`src/rtl/button_press_classifier_pkg.sv`:
```
// Shared types and helpers for the button press classifier.
// The state encoding covers all four values of the 2-bit enum.
package button_pkg;

  typedef enum logic [1:0] {
    ARM  = 2'd0,
    IDLE = 2'd1,
    HELD = 2'd2,
    LONG = 2'd3
  } press_state_t;

  function automatic int max_int(input int a, input int b);
    return (a > b) ? a : b;
  endfunction

endpackage

```
`src/rtl/button_press_classifier_hold_timer.sv`:
```
// Saturating up-counter with synchronous clear and increment enable.
// The owning FSM performs all terminal-value compares on o_count.
module hold_timer #(
  parameter int WIDTH = 4
) (
  input  logic             i_clk,
  input  logic             i_rst,
  input  logic             i_clear,
  input  logic             i_inc,
  output logic [WIDTH-1:0] o_count
);

  logic [WIDTH-1:0] r_count;

  // Clear wins over increment; the count sticks at all-ones instead of wrapping.
  always_ff @(posedge i_clk) begin
    if (i_rst || i_clear) begin
      r_count <= '0;
    end else if (i_inc && (r_count != '1)) begin
      r_count <= r_count + WIDTH'(1);
    end
  end

  assign o_count = r_count;

endmodule

```
`src/rtl/button_press_classifier.sv`:
```
// Classifies debounced button presses as short or long, emits auto-repeat pulses
// while a long press is held, and counts classified presses. All outputs are registered.
module button_press_classifier
  import button_pkg::*;
#(
  parameter int LONG_LIMIT   = 25_000_000,
  parameter int REPEAT_LIMIT = 5_000_000,
  parameter int COUNT_WIDTH  = 8
) (
  input  logic                   i_clk,
  input  logic                   i_rst,
  input  logic                   i_debounced,
  output logic                   o_short_press,
  output logic                   o_long_press,
  output logic                   o_repeat,
  output logic                   o_held,
  output logic [COUNT_WIDTH-1:0] o_press_count
);

  localparam int              CNT_W       = $clog2(max_int(LONG_LIMIT, REPEAT_LIMIT) + 1);
  localparam logic [CNT_W-1:0] LONG_TERM   = CNT_W'(LONG_LIMIT - 1);
  localparam logic [CNT_W-1:0] REPEAT_TERM = CNT_W'((REPEAT_LIMIT > 0) ? REPEAT_LIMIT - 1 : 0);
  localparam bit              REPEAT_EN   = (REPEAT_LIMIT != 0);

  press_state_t r_state;
  press_state_t w_next_state;

  logic                   r_short_press;
  logic                   r_long_press;
  logic                   r_repeat;
  logic                   r_held;
  logic [COUNT_WIDTH-1:0] r_press_count;

  logic             w_short;
  logic             w_long;
  logic             w_repeat;
  logic             w_clear;
  logic             w_inc;
  logic [CNT_W-1:0] w_count;

  hold_timer #(
    .WIDTH(CNT_W)
  ) u_hold_timer (
    .i_clk  (i_clk),
    .i_rst  (i_rst),
    .i_clear(w_clear),
    .i_inc  (w_inc),
    .o_count(w_count)
  );

  // The timer is kept at zero outside HELD/LONG, so the increment on the
  // IDLE->HELD edge lands it on 1 for the first high sample.
  always_comb begin
    w_next_state = r_state;
    w_short      = 1'b0;
    w_long       = 1'b0;
    w_repeat     = 1'b0;
    w_clear      = 1'b0;
    w_inc        = 1'b0;
    case (r_state)
      ARM: begin
        w_clear = 1'b1;
        if (!i_debounced) w_next_state = IDLE;
      end
      IDLE: begin
        if (i_debounced) begin
          w_next_state = HELD;
          w_inc        = 1'b1;
        end else begin
          w_clear = 1'b1;
        end
      end
      HELD: begin
        if (!i_debounced) begin
          w_next_state = IDLE;
          w_short      = 1'b1;
          w_clear      = 1'b1;
        end else if (w_count == LONG_TERM) begin
          w_next_state = LONG;
          w_long       = 1'b1;
          w_clear      = 1'b1;
        end else begin
          w_inc = 1'b1;
        end
      end
      LONG: begin
        if (!i_debounced) begin
          w_next_state = IDLE;
          w_clear      = 1'b1;
        end else if (REPEAT_EN && (w_count == REPEAT_TERM)) begin
          w_repeat = 1'b1;
          w_clear  = 1'b1;
        end else begin
          w_inc = 1'b1;
        end
      end
      default: begin
        w_next_state = ARM;
        w_clear      = 1'b1;
      end
    endcase
  end

  always_ff @(posedge i_clk) begin
    if (i_rst) begin
      r_state       <= ARM;
      r_short_press <= 1'b0;
      r_long_press  <= 1'b0;
      r_repeat      <= 1'b0;
      r_held        <= 1'b0;
      r_press_count <= '0;
    end else begin
      r_state       <= w_next_state;
      r_short_press <= w_short;
      r_long_press  <= w_long;
      r_repeat      <= w_repeat;
      r_held        <= (w_next_state == HELD) || (w_next_state == LONG);
      if (w_short || w_long) begin
        r_press_count <= r_press_count + COUNT_WIDTH'(1);
      end
    end
  end

  assign o_short_press = r_short_press;
  assign o_long_press  = r_long_press;
  assign o_repeat      = r_repeat;
  assign o_held        = r_held;
  assign o_press_count = r_press_count;

endmodule

```
`config.mk`:
```
export PLATFORM = sky130hd
export DESIGN_NAME = button_press_classifier
export DESIGN_NICKNAME = d
export VERILOG_FILES = /design/src/rtl/button_press_classifier_pkg.sv /design/src/rtl/button_press_classifier_hold_timer.sv /design/src/rtl/button_press_classifier.sv
export SDC_FILE = /design/constraint.sdc
export NUM_CORES = 1
export LEC_CHECK = 0
export CAP_MARGIN = 10
export CORE_MARGIN = 3
export CORE_UTILIZATION = 35
export DETAILED_ROUTE_END_ITERATION = 6
export GPL_TIMING_DRIVEN = 0
export SKIP_LAST_GASP = 1
export SLEW_MARGIN = 20
export SYNTH_ARGS = -nofsm -noshare
export SYNTH_HDL_FRONTEND = slang
export SYNTH_SLANG_ARGS = --single-unit
```
`constraint.sdc`:
```
create_clock -name i_clk -period 4.65 [get_ports i_clk]
set_clock_uncertainty 0.15 [all_clocks]
set_input_delay 1.395 -clock i_clk [delete_from_list [all_inputs] [get_ports i_clk]]
set_output_delay 1.395 -clock i_clk [all_outputs]
set_load 0.005 [all_outputs]
```
==> results.toml, run 1 <==
[global_routing]
grt.overflow.total = 0
grt_antenna_before_repair = 0
grt_first_pass_wirelength_um = 8680
grt_max_degree = 11
grt_pass1_vias = 1741
grtUsageTotal_pct = 15.0

[place]
dpl_cell_area_um2 = 2340
dp.final_hpwl_um = 3720
dp.cells = 329
gp_congestion = 0.877
portBuffers = 14

[logic_synthesis]
synth_edf_count = 0
syn_area_um2 = 2110
syn_inst = 243
synth_flop_cell = "dfxtp_1"
syn_area_per_cell_um2 = 8.70
yosysUniqueCellTypes = 45
synth_top_area_cell = "dfxtp_1"
synth_nets = 253
synthArstFlopShare_pct = 0
ys_ff_latch = 38
yosysWarnings = 0
yosys-top-cells-area = "dfxtp_1 (36%), nand4_1 (4.4%), ha_1 (4.1%), or3_1 (3.6%), or4_1 (3.6%)"
ys_seq_area_share_pct = 36.0
synth_top_area_share_pct = 36.0

[timing]
fin_crit_ns = 3.22
post-route-period-util_pct = 69.3
hold_viol = 0
fmax_mhz = 310
fin_tns_setup_ns = 0
rsz0062_at_grt = "false"
slew_headroom_pct = 61.8
worst_pin_slew_ns = 0.568
fin_hold_ws_ns = 0.365
setup_viol = 0
drv_slew = 0

[cells_and_area]
fin_area_um2 = 2430
nets = 274
syn2layout_area_growth_pct = 14.8
fillerInstances = 564
drive_gt1_share_pct = 9.89
post_layout_nonfiller_instances = 335
diodes = 0

[floorplanning]
die_height_um = 83.7
die-area_um2 = 7010
rows = 27
design.core.area_um2 = 5680
pin_count = 15
initial_core_util_pct = 37.2
die_w_um = 83.7

[route]
drc_errors = 0
drtIter0Drc = 136
firstDrtPassIters = 5
vias = 1877
final_antenna_net_count = 0
viasPerCell = 5.60
wl_per_cell_um = 15.1
drt_wl_total_um = 5050

[worst_setup_path]
cp.arrival_ns = 3.30
crit_fanout = 10
cp-start-kind = "input pin"
end_kind = "flip-flop"
worstSetupPathType = "in -> reg"
critPathRequiredTime_ns = 4.73

[cts]
htreeDepth = 2
cts_buffers = 5
root_buffer = "clkbuf_8"
cts_sinks = 38
cts_setup_buffers = 0
clkLatencyLatePin_ns = 0.29
clockBufferDepth = 2
clk_pin_slew_worst_paths_ns = 0.07
cts_tree = "done"
post_cts_resized = 0
postCtsHoldBufs = 0

[power_and_ir_drop]
p_sw_w = 0.000162
switching_share_pct = 25.6
ir_drop_mv = 0.176
internal-power_w = 0.000473
p_comb_share_pct = 12.1
power.density_nw_per_um2 = 262
p_leak_nw = 0.724
p_seq_share_pct = 52.4
pwr-share-clk_pct = 35.5

[job]
cap_violations = 0

[hold_path]
hold_class = "reg -> reg"

[status]
status = "finished, final reports clean"
## metrics by stage
stage	power [W]	setup WS [ns]	util, %
floorplan	0.000395	1.84	-
global placement	0.000417	1.15	41.3
detailed placement	0.000417	1.13	41.3
CTS	0.000643	1.44	42.7
global route	0.000661	1.34	42.7
finish	0.000635	1.43	42.7
## worst max-delay path: stages
cell	delay [ns]
clkdlybuf4s50_1	0.55
nand2b_1	0.12
a41oi_1	0.28
o211ai_4	0.15
buf_6	0.17
or4_1	0.49
a21oi_2	0.14
## logic make-up after synthesis
logic type,Yosys count,synth area share [%]
DFF,38,36.0
xor gates and xnor gates,9,3.73
muxes,3,1.42
and+or+nand+nor,116,32.0
buffers and inverters,17,4.97
AOI/OAI and AO/OA,53,17.8
adders and majority gates,7,4.14
## registers in the layout (all words and copies together) (netlist names)
register              cells
u_hold_timer.o_count     25
o_press_count             8
o_long_press              1
o_short_press             1
o_repeat                  1
r_state                   2
## area by class of cell
class	count	area, um^2	area share (%)
multi-input cells	188	1250	51.4
inverters	7	26.3	1.08
clock buffers	6	82.6	3.40
flip-flops and latches	38	761	31.4
plain buffers	10	78.8	3.25
well taps	72	90.1	3.71
repair buffers	14	140	5.78
## cells in the final DEF, fill, tap and decap left out, types with 8 or more instances in the layout
cell type        Yosys  routed
nor2_1              19      19
a21oi_1             14      14
or3_1               12      12
nand2_1             16      16
xor2_1               8       8
nand4_1             15      15
nand3_1             11      11
clkdlybuf4s50_1      0      14
dfxtp_1             38      38
o21ai_1             11      11
or4_1               10      10
## power by group through the flow
stage,combinational [W],sequential [W],clock [W]
finish,0.0000770,0.000333,0.000225
global route,0.0000844,0.000334,0.000243
CTS,0.0000773,0.000333,0.000233
detailed placement,0.0000768,0.000340,0
global placement,0.0000762,0.000340,0
floorplan,0.0000558,0.000339,0
## final timing paths
check	end	cells after the start	from	slack [ns]
max	u_hold_timer.o_count[11]$_SDFFE_PP0P_	7	i_debounced	1.43
min reg2reg	o_press_count[7]$_SDFFE_PP0P_	2	o_press_count[7]$_SDFFE_PP0P_	0.36
max reg2reg	u_hold_timer.o_count[1]$_SDFFE_PP0P_	8	u_hold_timer.o_count[23]$_SDFFE_PP0P_	1.84
min	o_press_count[7]$_SDFFE_PP0P_	2	o_press_count[7]$_SDFFE_PP0P_	0.36
## cells in the mapped netlist, types with 7 or more instances
library cell,n
dfxtp_1,38
nor2_1,19
nand2_1,16
nand4_1,15
a21oi_1,14
or3_1,12
nand3_1,11
o21ai_1,11
or4_1,10
xor2_1,8
a21oi_2,7
ha_1,7
inv_1,7
o31ai_1,7
## layer usage
metal	wire length, um	share of wire [%]	up-vias	global-route usage (%)
met4	65	1.3	0	4.53
met1	2580	51	882	21.3
met2	2200	44	32	22.3
met3	206	4.1	7	3.36
li1	-	-	956	-
met5	0	0	-	0
(Power assumes the default switching activity.)
==> run 2, diff against run 1 <==
==> constraint.sdc (replaced) <==
create_clock -name i_clk -period 2.87 [get_ports i_clk]
set_clock_uncertainty 0.15 [all_clocks]
set_input_delay 0.861 -clock i_clk [delete_from_list [all_inputs] [get_ports i_clk]]
set_output_delay 0.861 -clock i_clk [all_outputs]
set_load 0.005 [all_outputs]
==> results.toml, run 2 (synthesis gave the netlist of run 1 again) <==
[place]
gp_congestion = 0.877
post-place-ws_ns = -0.121
portBuffers = 14
dp.final_hpwl_um = 3720

[power_and_ir_drop]
internal-power_w = 0.000768
power_w = 0.00103
switching_share_pct = 25.6
power.density_nw_per_um2 = 424
p_sw_w = 0.000264
ir_drop_mv = 0.285
p_comb_share_pct = 12.2
p_seq_share_pct = 52.3
pwr-share-clk_pct = 35.5
p_leak_nw = 0.728

[hold_path]
hold_class = "reg -> reg"
hold_path.startpoint = "o_press_count[7]$_SDFFE_PP0P_"
hold_depth = 2

[floorplanning]
design.core.area_um2 = 5680
rows = 27
die-area_um2 = 7010
die_height_um = 83.7
initial_core_util_pct = 37.2
die_w_um = 83.7
pin_count = 15

[timing]
setup_ws_ns = 0.0651
fmax_mhz = 357
fin_crit_ns = 2.80
worst_pin_slew_ns = 0.572
fin_tns_setup_ns = 0
post-route-period-util_pct = 97.7
rsz0062_at_grt = "false"
slew_headroom_pct = 61.5
drv_slew = 0
setup_viol = 0
hold_viol = 0
fin_hold_ws_ns = 0.365

[route]
vias = 1881
drt_wl_total_um = 5040
final_antenna_net_count = 0
drtIter0Drc = 129
drc_errors = 0
firstDrtPassIters = 4
viasPerCell = 5.61
wl_per_cell_um = 15.0

[cts]
clockBufferDepth = 2
cts_buffers = 5
clkLatencyLatePin_ns = 0.29
cts_tree = "done"
clk_pin_slew_worst_paths_ns = 0.07
postCtsHoldBufs = 0
root_buffer = "clkbuf_8"
htreeDepth = 2
cts_sinks = 38

[cells_and_area]
nets = 274
syn2layout_area_growth_pct = 15.0
layout_common_cells = "dfxtp_1 (38), nor2_1 (19), nand2_1 (16), nand4_1 (15)"
diodes = 0
drive_gt1_share_pct = 10.3
fillerInstances = 564
final_common_cell = "dfxtp_1"
largest_register_ffs = 25
finish.utilization_pct = 42.8

[worst_setup_path]
rrSetupSlack_ns = 0.07
critPathRequiredTime_ns = 2.90
cp-start-kind = "flip-flop"
r2r_start = "u_hold_timer.o_count[23]$_SDFFE_PP0P_"
cp-startpoint = "u_hold_timer.o_count[23]$_SDFFE_PP0P_"
worstRegToRegCells = 8
end_kind = "flip-flop"
cp.arrival_ns = 2.84
worstSetupPathType = "reg -> reg"
crit_fanout = 10

[global_routing]
grt_first_pass_wirelength_um = 8680
grt_antenna_before_repair = 0
grt_max_degree = 11
grtUsageTotal_pct = 15.0
grt_pass1_vias = 1741
grt.overflow.total = 0

[status]
status = "finished, final reports clean"

[job]
cap_violations = 0
-- run 2: cell counts in the layout (fill, tap and decap cells not counted) --
Identical to the previous run, type by type.
-- run 2: worst max-delay path, cell delays in order (launching register included) --
cell and delay (ns):
dfxtp_1 0.37, or4_4 0.57, or4_4 0.56, o22a_4 0.25, o211ai_4 0.24, buf_8 0.18, buf_12 0.13, mux2i_1 0.21
nor2_2 0.04
-- run 2: path summary, 6_finish.rpt --
check | end
hold reg to reg | o_press_count[7]$_SDFFE_PP0P_
hold / removal | o_press_count[7]$_SDFFE_PP0P_
setup / recovery | u_hold_timer.o_count[1]$_SDFFE_PP0P_
setup reg to reg | u_hold_timer.o_count[1]$_SDFFE_PP0P_
-- run 2: stage by stage --
step | cell area [um^2] | instances
4_1_cts | 2430 | 335
6_report | 2430 | 335
3_5_place_dp | 2340 | 329
3_3_place_gp | 2340 | 329
2_1_floorplan | 2110 | 243
5_1_grt | 2430 | 335
-- run 2: layout make-up --
| class | count | area [um^2] | area share (%) |
|---|---|---|---|
| Clock buffer | 6 | 82.6 | 3.40 |
| Tap cell | 72 | 90.1 | 3.71 |
| Sequential cell | 38 | 761 | 31.3 |
| Inverter | 7 | 26.3 | 1.08 |
| Timing Repair Buffer | 14 | 140 | 5.76 |
| Multi-Input combinational cell | 188 | 1250 | 51.3 |
| Buffer | 10 | 83.8 | 3.45 |
-- run 2: power groups by stage --
stage | registers, W | logic, W | clock network [W]
CTS | 0.000539 | 0.000125 | 0.000377
finish | 0.000540 | 0.000126 | 0.000366
detailed placement | 0.000552 | 0.000124 | 0
floorplan | 0.000550 | 0.0000904 | 0
global placement | 0.000551 | 0.000123 | 0
global route | 0.000541 | 0.000138 | 0.000394
-- run 2: timing repair --
action,in CTS,in global routing
resized for setup,0,3
setup endpoints to repair,0,8
hold endpoints to repair,0,0
setup buffers,0,0
-- run 2: layer usage --
layer / part of all wire [%] / global-route usage, % / vias to the layer above / routed length [um]
met5: 0 / 0 / - / 0
met3: 3.3 / 3.36 / 9 / 166
met1: 52 / 21.3 / 878 / 2600
li1: - / - / 957 / -
met4: 1.6 / 4.53 / 0 / 82
met2: 43 / 22.3 / 37 / 2180
==> run 3, diff against run 2 <==
--- a/config.mk
+++ b/config.mk
@@ -10,6 +10,7 @@
 export CORE_UTILIZATION = 35
 export DETAILED_ROUTE_END_ITERATION = 6
 export GPL_TIMING_DRIVEN = 0
+export SKIP_CTS_REPAIR_TIMING = 1
 export SKIP_LAST_GASP = 1
 export SLEW_MARGIN = 20
 export SYNTH_ARGS = -nofsm -noshare
==> results of run 3 <==
No change in the layout: final DEF, timing and power equal those of run 2.
